===== src/rtl/serial_adder_ctrl.sv =====
// rtl/serial_adder_ctrl.sv - bit-serial add/subtract controller around one full adder cell; optional abort via SERIAL_ADDER_ABORT_EN

module full_adder (
  input  logic a,
  input  logic b,
  input  logic cin,
  output logic cout,
  output logic res
);

  assign res  = a ^ b ^ cin;
  assign cout = (a & b) | (a & cin) | (b & cin);

endmodule

module serial_adder_ctrl #(
  parameter int WIDTH = 32
) (
  input  logic             clk,
  input  logic             rst_n,
  input  logic             start,
  input  logic             sub,
  input  logic [WIDTH-1:0] op_a,
  input  logic [WIDTH-1:0] op_b,
`ifdef SERIAL_ADDER_ABORT_EN
  input  logic             abort,
`endif
  output logic             busy,
  output logic             done,
  output logic [WIDTH-1:0] result,
  output logic             cout,
  output logic             overflow
);

  localparam int CW = $clog2(WIDTH) + 1;
  localparam logic [CW-1:0] LAST_BIT = CW'(WIDTH - 1);

  localparam logic [1:0] S_IDLE = 2'd0;
  localparam logic [1:0] S_RUN  = 2'd1;
  localparam logic [1:0] S_FIN  = 2'd2;

  logic [1:0]       state_q, state_d;
  logic [WIDTH-1:0] sa_q, sa_d;
  logic [WIDTH-1:0] sb_q, sb_d;
  // The top result bit goes straight from the adder into result, so SR keeps only the lower WIDTH-1 bits.
  logic [WIDTH-2:0] sr_q, sr_d;
  logic             carry_q, carry_d;
  logic [CW-1:0]    cnt_q, cnt_d;
  logic [WIDTH-1:0] result_q, result_d;
  logic             cout_q, cout_d;
  logic             overflow_q, overflow_d;
  logic             done_q, done_d;

  logic             fa_sum;
  logic             fa_cout;
  logic             run_step;
  logic             c_msb;
  logic [WIDTH-1:0] sr_wide;

  full_adder u_fa (
    .a    (sa_q[0]),
    .b    (sb_q[0]),
    .cin  (carry_q),
    .cout (fa_cout),
    .res  (fa_sum)
  );

  assign sr_wide = {fa_sum, sr_q};
  assign c_msb   = carry_q;

  always_comb begin
    state_d    = state_q;
    sa_d       = sa_q;
    sb_d       = sb_q;
    sr_d       = sr_q;
    carry_d    = carry_q;
    cnt_d      = cnt_q;
    result_d   = result_q;
    cout_d     = cout_q;
    overflow_d = overflow_q;
    done_d     = 1'b0;
    run_step   = 1'b0;

    case (state_q)
      S_IDLE, S_FIN: begin
        if (start) begin
          sa_d    = op_a;
          sb_d    = op_b ^ {WIDTH{sub}};
          carry_d = sub;
          cnt_d   = '0;
          state_d = S_RUN;
        end else begin
          state_d = S_IDLE;
        end
      end
      S_RUN: begin
`ifdef SERIAL_ADDER_ABORT_EN
        if (abort) begin
          state_d = S_IDLE;
        end else begin
          run_step = 1'b1;
        end
`else
        run_step = 1'b1;
`endif
      end
      default: state_d = S_IDLE;
    endcase

    if (run_step) begin
      sa_d    = {1'b0, sa_q[WIDTH-1:1]};
      sb_d    = {1'b0, sb_q[WIDTH-1:1]};
      sr_d    = sr_wide[WIDTH-1:1];
      carry_d = fa_cout;
      cnt_d   = cnt_q + CW'(1);
      // Outputs only move on the final bit, so they never expose a partial sum.
      if (cnt_q == LAST_BIT) begin
        state_d    = S_FIN;
        result_d   = sr_wide;
        cout_d     = fa_cout;
        overflow_d = c_msb ^ fa_cout;
        done_d     = 1'b1;
      end
    end
  end

  always_ff @(posedge clk or negedge rst_n) begin
    if (!rst_n) begin
      state_q    <= S_IDLE;
      sa_q       <= '0;
      sb_q       <= '0;
      sr_q       <= '0;
      carry_q    <= 1'b0;
      cnt_q      <= '0;
      result_q   <= '0;
      cout_q     <= 1'b0;
      overflow_q <= 1'b0;
      done_q     <= 1'b0;
    end else begin
      state_q    <= state_d;
      sa_q       <= sa_d;
      sb_q       <= sb_d;
      sr_q       <= sr_d;
      carry_q    <= carry_d;
      cnt_q      <= cnt_d;
      result_q   <= result_d;
      cout_q     <= cout_d;
      overflow_q <= overflow_d;
      done_q     <= done_d;
    end
  end

  assign busy     = (state_q == S_RUN);
  assign done     = done_q;
  assign result   = result_q;
  assign cout     = cout_q;
  assign overflow = overflow_q;

endmodule


===== config.mk =====
export PLATFORM = sky130hd
export DESIGN_NAME = serial_adder_ctrl
export DESIGN_NICKNAME = d
export VERILOG_FILES = /design/src/rtl/serial_adder_ctrl.sv
export SDC_FILE = /design/constraint.sdc
export NUM_CORES = 1
export LEC_CHECK = 0
export CORE_MARGIN = 2
export CORE_UTILIZATION = 50
export CTS_BUF_LIST = sky130_fd_sc_hd__clkbuf_8
export DETAILED_ROUTE_END_ITERATION = 6
export MAX_ROUTING_LAYER = met4
export PLACE_DENSITY = 0.8
export SYNTH_ARGS = -nofsm -noshare
export SYNTH_HDL_FRONTEND = slang
export SYNTH_SLANG_ARGS = --single-unit

===== constraint.sdc =====
create_clock -name clk -period 2.3 [get_ports clk]
set_input_delay 0.575 -clock clk [delete_from_list [all_inputs] [get_ports clk]]
set_output_delay 0.575 -clock clk [all_outputs]
set_load 0.01 [all_outputs]

# == Word level (Yosys, flattened, before mapping) ==
# Index checks and enable logic that the tools add are counted.
# op_classes
n_reduce_logical,6
eq_ne,3
bitwise,9
addsub,1
n_mux,19
# ops
operator,n
32-bit two-way mux,6
32-bit XOR,1
6-bit two-way mux,3
1-bit two-way mux,7
6-bit by 1-bit adder with 6-bit output (second input constant),1
6-bit by 5-bit == test with 1-bit output (second input constant),1
2-bit two-way mux,2
2-bit one-hot mux with 2 select lines,1
2-bit AND reduction,2
2-bit nonzero test,2
1-bit bitwise AND,3
1-bit XOR,3
2-bit by 1-bit == test with 1-bit output (second input constant),1
2-bit == test (second input constant),1
2-bit zero test,1
1-bit bitwise OR,2
2-bit OR reduction,1
# totals
input_bits,68
ff_bits,139
output_inout_bits,36
elab_cells,48

# == Depth between registers and ports, before layout ==
# Gate-level depths: netlist of run 1.
# logic_depth
word_depth,5
mapped_depth,7

# == Hierarchy ==
# A second synthesis of run 1 with hierarchy kept.
# unflattened
hier_cells,525
area_unflattened_um2,5864.4
# modules_own_cells
module,cells_per_inst,seq_area_each_um2,area_per_inst_um2,instances
serial_adder_ctrl,524,3478.3,5844.4,1
full_adder,1,0.0,20.0,1

# == Least setup slack after synthesis of run 1 ==
# OpenSTA, ideal clock, no wires.
# synth_timing
path_kind,reg2out
start,reg state_q[1]
end,out busy
required_time_ns,1.725
path_buffers,3
path_slack_ns,0.410
stages_incl_launch_ff,6
arrival_time_ns,1.315
cell_sequence,dfrtp_1 -> nand2b_1 -> buf_6 -> inv_2 -> clkbuf_1 -> clkbuf_1
# synth_via
elab_chain_cells,1
# synth_rtl
element,line,text
start: declaration,42,"logic [1:0] state_q, state_d;"
start signal: assignment,140,state_q <= state_d;
2-bit by 1-bit == test with 1-bit output,153,assign busy = (state_q == S_RUN);
end: declaration,28,"output logic busy,"
# No other way between the ends.

# == Worst setup path in the final report of run 1 ==
# Ends and elaborated chain as after synthesis.

==> impl_metrics.csv, run 1 <==
group,metric,value,unit
run_status,status,"finished clean",
sta,tns,0,ns
placed_design,port_buffers,103,
sta,setup_viol,0,
power,p_leak,3.49,nW
worst_setup_path,slowest_delay,0.57,ns
layout,antenna_cells,0,
sta,min_period_over_period,0.957,
worst_setup_path,critPathRequiredTime,1.73,ns
cts,cts.sinks,139,
routing,vias_per_cell,5.44,
routing,dr.pass1.iters,4,
placed_design,place.gp.congestion,0.776,
floorplan,dieHeight,112,um
yosys,ys.flop_type,"dfrtp_1",
yosys,ys_ff_latch,139,
worst_hold_path,hold_path.class,"input port to asynchronous set/reset pin",
sta,hold_slack,0.0796,ns
worst_setup_path,path_class,"flop to output pin",
layout,drive_gt1_frac,0.132,
layout,fin_area,0.00744,sq mm
routing,antenna_left,0,
layout,mostFrequentLayoutCells,"dfrtp_1 (139), nand2_1 (129), clkdlybuf4s50_1 (101)",
cts,root_buffer,"clkbuf_8",
routing,dr_total_vias,4232,
yosys,synth_edf_count,0,
yosys,syn_inst,525,
worst_setup_path,cp_cell_sequence,"nand2b_2 -> clkinv_2 -> clkdlybuf4s50_1",
power,pwr-share-clk,0.224,
grt,grt_pass1_wl,20600,um
power,peakVddDrop,0.562,mV
run,drv_cap,0,
grt,grt_max_degree,71,
worst_setup_path,ff2ff_setup_slack,0.33,ns
routing,wl_per_cell,15.1,um
power,intPower,5.77,mW
yosys,async_flop_share,1.00,
power,combPwrFrac,0.301,
floorplan,core_area,0.0114,sq mm
sta,finalHoldViolations,0,
routing,first_iter_violations,341,
layout,mostFrequentLayoutCell,"dfrtp_1",
grt,overflow,0,
power,sw_frac_of_total,0.322,
yosys,syn_area,0.00585,sq mm
cts,numCtsBuffers,17,
yosys,syn-num-nets,595,
cts,clkLatencyLatePin,0.43,ns
grt,antenna_found_initial,0,
power,p_seq_frac,0.474,
floorplan,row_count,39,
cts,cts_tree,"built",
yosys,ys_seq_area_frac,0.595,
layout,layout.nets,692,
cts,ctsResizeCount,0,
cts,post_cts_buffers,0,
sta,period_needed,2.20,ns
worst_setup_path,crit_family,"buffers and inverters",
grt,first_global_vias,4240,
worst_setup_path,crit_arrival,1.63,ns
sta,final-max-slew-violation-count,0,
sta,clock.fmax,0.454,GHz
floorplan,start_util,0.512,
yosys,avgSynthCellArea,11.1,sq um
sta,worstMarginPinSlew,0.699,ns
worst_setup_path,cp_max_fo,3,
floorplan,die_area,0.0126,sq mm
worst_setup_path,path_buf_inv,2,
worst_setup_path,critPathSlowestCell,"clkdlybuf4s50_1",
grt,grt_usage,0.208,
layout,final_util,0.652,
floorplan,ios,104,
routing,drc,0,
cts,htreeDepth,4,
sta,fin_skew,0.00832,ns
yosys,ys_types,28,
floorplan,die_x,112,um
yosys,yosysWarnings,0,
cts,hold_buffers,0,
routing,wl,11700,um
sta,rsz0062_at_grt,"false",
sta,slew-limit-headroom,0.534,
layout,area_growth,27.3,%
placed_design,placed_cell_area,0.00705,sq mm
power,p_switching,2.74,mW
power,power.density,1140,mW/mm^2
placed_design,hpwlAfterDp,7840,um
cts,clkTransAtPathRegs,0.07,ns
worst_setup_path,end_kind,"output pin",
worst_setup_path,start_kind,"flop",
cts,clock_path_buffers,2,
## through the flow
stage	setup WS [ns]	instances	power (mW)
final	0.0993	778	8.51
after global routing	0.0108	778	9.12
after detailed placement	0.253	746	6.66
after global placement	0.294	746	6.46
after floorplan	0.410	525	5.62
after CTS	0.0643	778	8.59
## final timing paths
| check | from | to | depth (start not counted) |
|---|---|---|---|
| min in group clk | cnt_q[4] | cnt_q[4] | 1 |
| max reg2reg | state_q[1] | sb_q[10] | 6 |
| min | rst_n | sr_q[8] | 1 |
| min reg2reg | cnt_q[4] | cnt_q[4] | 1 |
| max | state_q[1] | busy | 3 |
| max in group asynchronous | rst_n | result[16] | 2 |
## power by group through the flow
stage	Sequential, mW	Clock, mW	Combinational [mW]
2_1_floorplan	3.95	0	1.68
3_3_place_gp	4.01	0	2.45
3_5_place_dp	4.05	0	2.61
4_1_cts	4.03	1.96	2.60
5_1_grt	4.16	2.07	2.89
6_report	4.04	1.91	2.56
## cell families (layout without fill, tap and decap cells)
kind of cell    Yosys count  after routing  synth area share
compound gates           70             70             0.104
xor+xnor                 33             33            0.0494
fa+ha+maj                 2              2           0.00556
buf+inv                  40            150            0.0315
flops                   139            139             0.595
mux                      37             37            0.0706
simple gates            204            204             0.144
## worst reg2reg max path, cell delays in order (launching register included)
cell and delay, ns:
dfrtp_1 0.36, nand2b_2 0.21, clkinv_2 0.06, buf_4 0.51, nor2_2 0.18, buf_12 0.21
a221o_1 0.31
## cells in the mapped netlist (2+ instances only)
cell / instances / area (sq um)
a221o_1: 31 / 310
a22o_1: 4 / 35.0
a22oi_1: 32 / 240
buf_1: 3 / 11.3
buf_2: 3 / 15.0
buf_6: 4 / 45.0
clkbuf_1: 29 / 109
dfrtp_1: 139 / 3480
mux2_2: 33 / 372
mux2i_1: 3 / 30.0
nand2_1: 129 / 484
nand2b_1: 2 / 12.5
nand3_1: 34 / 170
nor2_1: 33 / 124
nor2b_1: 2 / 12.5
xnor2_1: 31 / 272
xor2_1: 2 / 17.5
## cell type report
class                           count  area, sq um
Timing Repair Buffer              117         1190
Fill cell                         878         3980
Clock buffer                       21          289
Tap cell                          143          179
Sequential cell                   139         3480
Inverter                            1         5.00
Multi-Input combinational cell    346         2190
Clock inverter                     11          101
## state kept, by name, indices dropped and copies added, names as in the netlist
name	cells
sa_q	32
sr_q	31
overflow	1
result	32
state_q	2
sb_q	32
cout	1
cnt_q	6
done	1
c_msb	1
## per-layer routing
metal  routed length (um)  track usage  vias up
li1                     -            -     2011
met1                 5450        0.285     2098
met2                 5620        0.305      105
met3                  476       0.0432       18
met4                  204       0.0886        0
met5                    0            -        -
Note: power is estimated with default switching activity, not from simulation.
==> inputs of run 2 (changes only) <==
--- a/config.mk
+++ b/config.mk
@@ -11,2 +11,3 @@
 export DETAILED_ROUTE_END_ITERATION = 6
+export HOLD_SLACK_MARGIN = 0.08
 export MAX_ROUTING_LAYER = met4
==> constraint.sdc (replaced) <==
create_clock -name clk -period 2.3 [get_ports clk]
set_input_delay 0.46 -clock clk [delete_from_list [all_inputs] [get_ports clk]]
set_output_delay 0.46 -clock clk [all_outputs]
set_load 0.01 [all_outputs]
==> impl_metrics.csv, run 2 (synthesis results as in run 1) <==
group,metric,value,unit
power,peakVddDrop,0.631,mV
worst_setup_path,slowest_delay,0.55,ns
worst_setup_path,end_kind,"output pin",
sta,finalHoldViolations,0,
routing,drc,0,
grt,grt_usage,0.207,
worst_setup_path,timing.rr.start,"state_q[1]",
sta,period_needed,2.12,ns
routing,antenna_left,0,
layout,drive_gt1_frac,0.129,
routing,wl,11900,um
cts,cts.sinks,139,
cts,htreeDepth,4,
worst_setup_path,start_kind,"flop",
worst_setup_path,crit_path_end,"busy",
sta,min_period_over_period,0.921,
routing,dr.pass1.iters,5,
worst_setup_path,ff2ff_setup_slack,0.44,ns
grt,grt_max_degree,99,
floorplan,row_count,39,
placed_design,place_ws,0.340,ns
cts,numCtsBuffers,17,
worst_hold_path,hold_path.class,"flop to flop",
cts,clock_path_buffers,2,
sta,tns,0,ns
run_status,status,"finished clean",
placed_design,hpwlAfterDp,7850,um
grt,first_global_vias,4259,
worst_setup_path,reg2reg_to,"sb_q[9]",
sta,clock.fmax,0.472,GHz
placed_design,place.gp.congestion,0.785,
floorplan,dieHeight,112,um
layout,fin_area,0.00740,sq mm
sta,setup_viol,0,
sta,fin_skew,0.0138,ns
grt,grt_pass1_wl,20300,um
layout,mostFrequentLayoutCells,"dfrtp_1 (139), nand2_1 (129), clkdlybuf4s50_1 (101)",
floorplan,start_util,0.512,
placed_design,placed_cell_area,0.00705,sq mm
floorplan,die_x,112,um
sta,worstMarginPinSlew,0.539,ns
layout,layout.nets,693,
routing,vias_per_cell,5.49,
worst_setup_path,reg2reg_depth,6,
routing,wl_per_cell,15.3,um
cts,clkTransAtPathRegs,0.08,ns
floorplan,core_area,0.0114,sq mm
worst_setup_path,critPathSlowestCell,"clkdlybuf4s50_1",
cts,clkLatencyLatePin,0.44,ns
power,p_leak,3.48,nW
sta,timing.final.ws_setup,0.181,ns
placed_design,port_buffers,103,
cts,cts_tree,"built",
worst_setup_path,critPathRequiredTime,1.84,ns
floorplan,ios,104,
worst_setup_path,cp_max_fo,4,
worst_setup_path,crit_start,"state_q[1]",
worst_setup_path,cp_cell_sequence,"nand2b_2 -> clkinv_2 -> clkdlybuf4s50_1",
layout,mostFrequentLayoutCell,"dfrtp_1",
cts,root_buffer,"clkbuf_8",
sta,rsz0062_at_grt,"false",
worst_setup_path,path_class,"flop to output pin",
sta,final-max-slew-violation-count,0,
grt,antenna_found_initial,0,
routing,dr_total_vias,4278,
run,drv_cap,0,
layout,area_growth,26.5,%
layout,fillers,909,
worst_setup_path,crit_arrival,1.66,ns
sta,slew-limit-headroom,0.640,
floorplan,die_area,0.0126,sq mm
power,power.density,1120,mW/mm^2
cts,post_cts_buffers,0,
routing,first_iter_violations,396,
layout,final_util,0.648,
grt,overflow,0,
layout,antenna_cells,0,
==> run 2: cell types whose count changed in the layout (fill, tap and decap cells not counted) <==
cell and change:
bufinv_16 -2, inv_1 +2, clkbuf_8 -1, clkinv_2 -1
clkinv_4 +1, clkinvlp_4 +1, dlygate4sd3_1 +1
==> run 2: area by class of cell <==
type	instances	area [sq um]	area share
well taps	143	179	0.0242
multi-input cells	346	2190	0.297
flip-flops and latches	139	3480	0.470
clock inverters	12	60.1	0.00812
repair buffers	118	1200	0.163
inverters	1	5.00	0.000677
clock buffers	20	275	0.0372
==> run 2: worst max-delay path: cells and delay by family, from the launching register on <==
family,cells,cell delay [ns]
DFF,1,0.36
and+or+nand+nor,1,0.22
buffers and inverters,2,0.64
==> run 2: timing repair <==
action	CTS	global route
endpoints found under the hold margin	56	0
endpoints found under the setup margin	0	0
hold buffers	1	0
gates resized for setup	0	0
==> run 2: worst min path at each step <==
stage | cells after the start | slack (ns) | start | end
after CTS | 1 | 0.48 | cnt_q[4] | cnt_q[4]
after floorplan | 0 | 0.16 | rst_n | c_msb
final | 1 | 0.48 | cnt_q[4] | cnt_q[4]
after global routing | 1 | 0.50 | cnt_q[4] | cnt_q[4]
after detailed placement | 1 | 0.46 | rst_n | result[8]
after global placement | 1 | 0.45 | rst_n | result[7]
==> run 2: layer usage <==
metal	track usage	up-vias	share of wire
met1	0.265	2127	0.44
met3	0.0497	23	0.049
met2	0.322	124	0.49
li1	-	2004	-
met5	-	-	0
met4	0.0805	0	0.018
==> run 2: stage by stage <==
stage | total power [mW] | hold WS (ns) | std cells
2_1_floorplan | 5.62 | 0.164 | 525
3_3_place_gp | 6.47 | 0.455 | 746
3_5_place_dp | 6.69 | 0.463 | 746
4_1_cts | 8.37 | 0.482 | 779
5_1_grt | 8.88 | 0.498 | 779
6_report | 8.30 | 0.484 | 779
==> run 2: power breakdown <==
part           total (mW)  internal, mW  switching (mW)
clock                1.67         0.802           0.871
combinational        2.58          1.32            1.26
sequential           4.04          3.41           0.636
==> inputs of run 3 (changes only) <==
Settings changed: CORE_MARGIN 2 to unset, CORE_UTILIZATION 50 to 54, PLACE_DENSITY 0.8 to 0.86.
==> impl_metrics.csv, run 3 (synthesis results as in run 1) <==
group,metric,value,unit
run_status,status,"finished clean",
sta,slew-limit-headroom,0.540,
cts,clkLatencyLatePin,0.44,ns
sta,rsz0062_at_grt,"false",
layout,antenna_cells,0,
sta,finalHoldViolations,0,
placed_design,port_buffers,103,
routing,wl_met3,464,um
worst_setup_path,crit_arrival,1.70,ns
routing,top_layer,"met4",
worst_setup_path,reg2reg_to,"sb_q[28]",
placed_design,place.gp.congestion,0.802,
floorplan,core_area,0.0104,sq mm
worst_setup_path,start_kind,"flop",
routing,wirelength_met1,5190,um
sta,worstMarginPinSlew,0.690,ns
worst_setup_path,ff2ff_setup_slack,0.47,ns
worst_setup_path,crit_start,"state_q[1]",
sta,timing.final.ws_setup,0.145,ns
power,power.density,1160,mW/mm^2
floorplan,die_area,0.0112,sq mm
worst_setup_path,crit_family,"buffers and inverters",
worst_setup_path,crit_path_end,"busy",
layout,layout.nets,692,
routing,wl_per_cell,15.2,um
cts,cts.sinks,139,
routing,wl,11700,um
cts,clock_path_buffers,2,
sta,min_period_over_period,0.937,
floorplan,dieHeight,106,um
layout,fin_area,0.00748,sq mm
grt,antenna_found_initial,0,
floorplan,row_count,37,
grt,first_global_vias,4027,
worst_setup_path,path_class,"flop to output pin",
worst_setup_path,reg2reg_depth,6,
floorplan,start_util,0.561,
worst_hold_path,hold_path.class,"flop to flop",
run,drv_cap,0,
power,peakVddDrop,0.574,mV
cts,clkTransAtPathRegs,0.08,ns
grt,overflow,0,
routing,dr_total_vias,4327,
worst_setup_path,critPathRequiredTime,1.84,ns
grt,grt_usage,0.230,
layout,mostFrequentLayoutCell,"dfrtp_1",
routing,first_iter_violations,338,
worst_setup_path,path_buf_inv,2,
routing,wl_met2,5910,um
worst_setup_path,end_kind,"output pin",
floorplan,ios,104,
worst_setup_path,cp_max_fo,5,
floorplan,die_x,106,um
worst_setup_path,timing.rr.start,"state_q[1]",
cts,root_buffer,"clkbuf_8",
worst_setup_path,cp_cell_sequence,"nand2b_2 -> clkinv_2 -> clkdlybuf4s50_1",
placed_design,place_ws,0.375,ns
sta,clock.fmax,0.464,GHz
routing,antenna_left,0,
grt,grt_pass1_wl,19500,um
cts,numCtsBuffers,17,
sta,tns,0,ns
worst_setup_path,critPathSlowestCell,"clkdlybuf4s50_1",
sta,fin_skew,0.0108,ns
cts,post_cts_buffers,0,
placed_design,placed_cell_area,0.00705,sq mm
layout,mostFrequentLayoutCells,"dfrtp_1 (139), nand2_1 (129), clkdlybuf4s50_1 (101)",
worst_setup_path,slowest_delay,0.56,ns
layout,area_growth,28.0,%
routing,drc,0,
sta,setup_viol,0,
cts,htreeDepth,4,
worst_setup_path,worst-path-stages,3,
sta,period_needed,2.16,ns
routing,vias_per_cell,5.61,
sta,final-max-slew-violation-count,0,
routing,dr.pass1.iters,5,
grt,grt_max_degree,99,
placed_design,hpwlAfterDp,7580,um
cts,cts_tree,"built",
layout,drive_gt1_frac,0.134,
power,p_leak,3.50,nW
==> run 3: cell count changes in the layout (fill, tap and decap cells not counted), moves of 2 or more <==
cell / previous run / this run
buf_4: 9 / 7
bufinv_16: 0 / 3
clkbuf_8: 20 / 17
clkinv_2: 6 / 2
clkinv_4: 1 / 3
inv_1: 5 / 1
inv_6: 0 / 4
inv_8: 0 / 2
==> run 3: tightest hold or removal path, delay by kind of cell (launching register included) <==
family / cells / cell delay [ns]
flops: 1 / 0.37
simple gates: 2 / 0.10
==> run 3: per-layer routing <==
| metal | vias up | GRT usage |
|---|---|---|
| li1 | 2008 | - |
| met1 | 2168 | 0.297 |
| met2 | 138 | 0.364 |
| met3 | 13 | 0.0613 |
| met4 | 0 | 0.0645 |
| met5 | - | - |
==> run 3: timing repair <==
action | CTS | global route
hold endpoints to repair | 56 | 0
hold buffers | 1 | 0
resized for setup | 0 | 0
==> run 3: metrics by stage <==
stage / cells / util / power (mW) / hold slack (ns)
global route: 771 / 0.718 / 9.25 / 0.519
floorplan: 525 / - / 5.62 / 0.164
detailed placement: 738 / 0.677 / 6.66 / 0.459
finish: 771 / 0.718 / 8.71 / 0.490
CTS: 771 / 0.718 / 8.76 / 0.492
global placement: 738 / 0.677 / 6.47 / 0.455
==> run 3: cell type report <==
type,instances,area [sq um]
clock buffers,17,234
well taps,136,170
flip-flops and latches,139,3480
inverters,1,5.00
multi-input cells,346,2190
clock inverters,15,190
repair buffers,117,1210
fillers,711,2940
==> run 3: power by group <==
part,switching (mW),internal (mW)
registers,0.643,3.40
clock network,0.984,1.10
logic,1.26,1.32
==> run 3: how the worst min path moves through the flow <==
stage	start	depth (start not counted)	to
2_1_floorplan	rst_n	0	c_msb
3_3_place_gp	rst_n	1	result[7]
3_5_place_dp	rst_n	1	result[8]
4_1_cts	sr_q[2]	2	sr_q[1]
5_1_grt	sa_q[23]	2	sa_q[23]
6_report	sr_q[2]	2	sr_q[1]
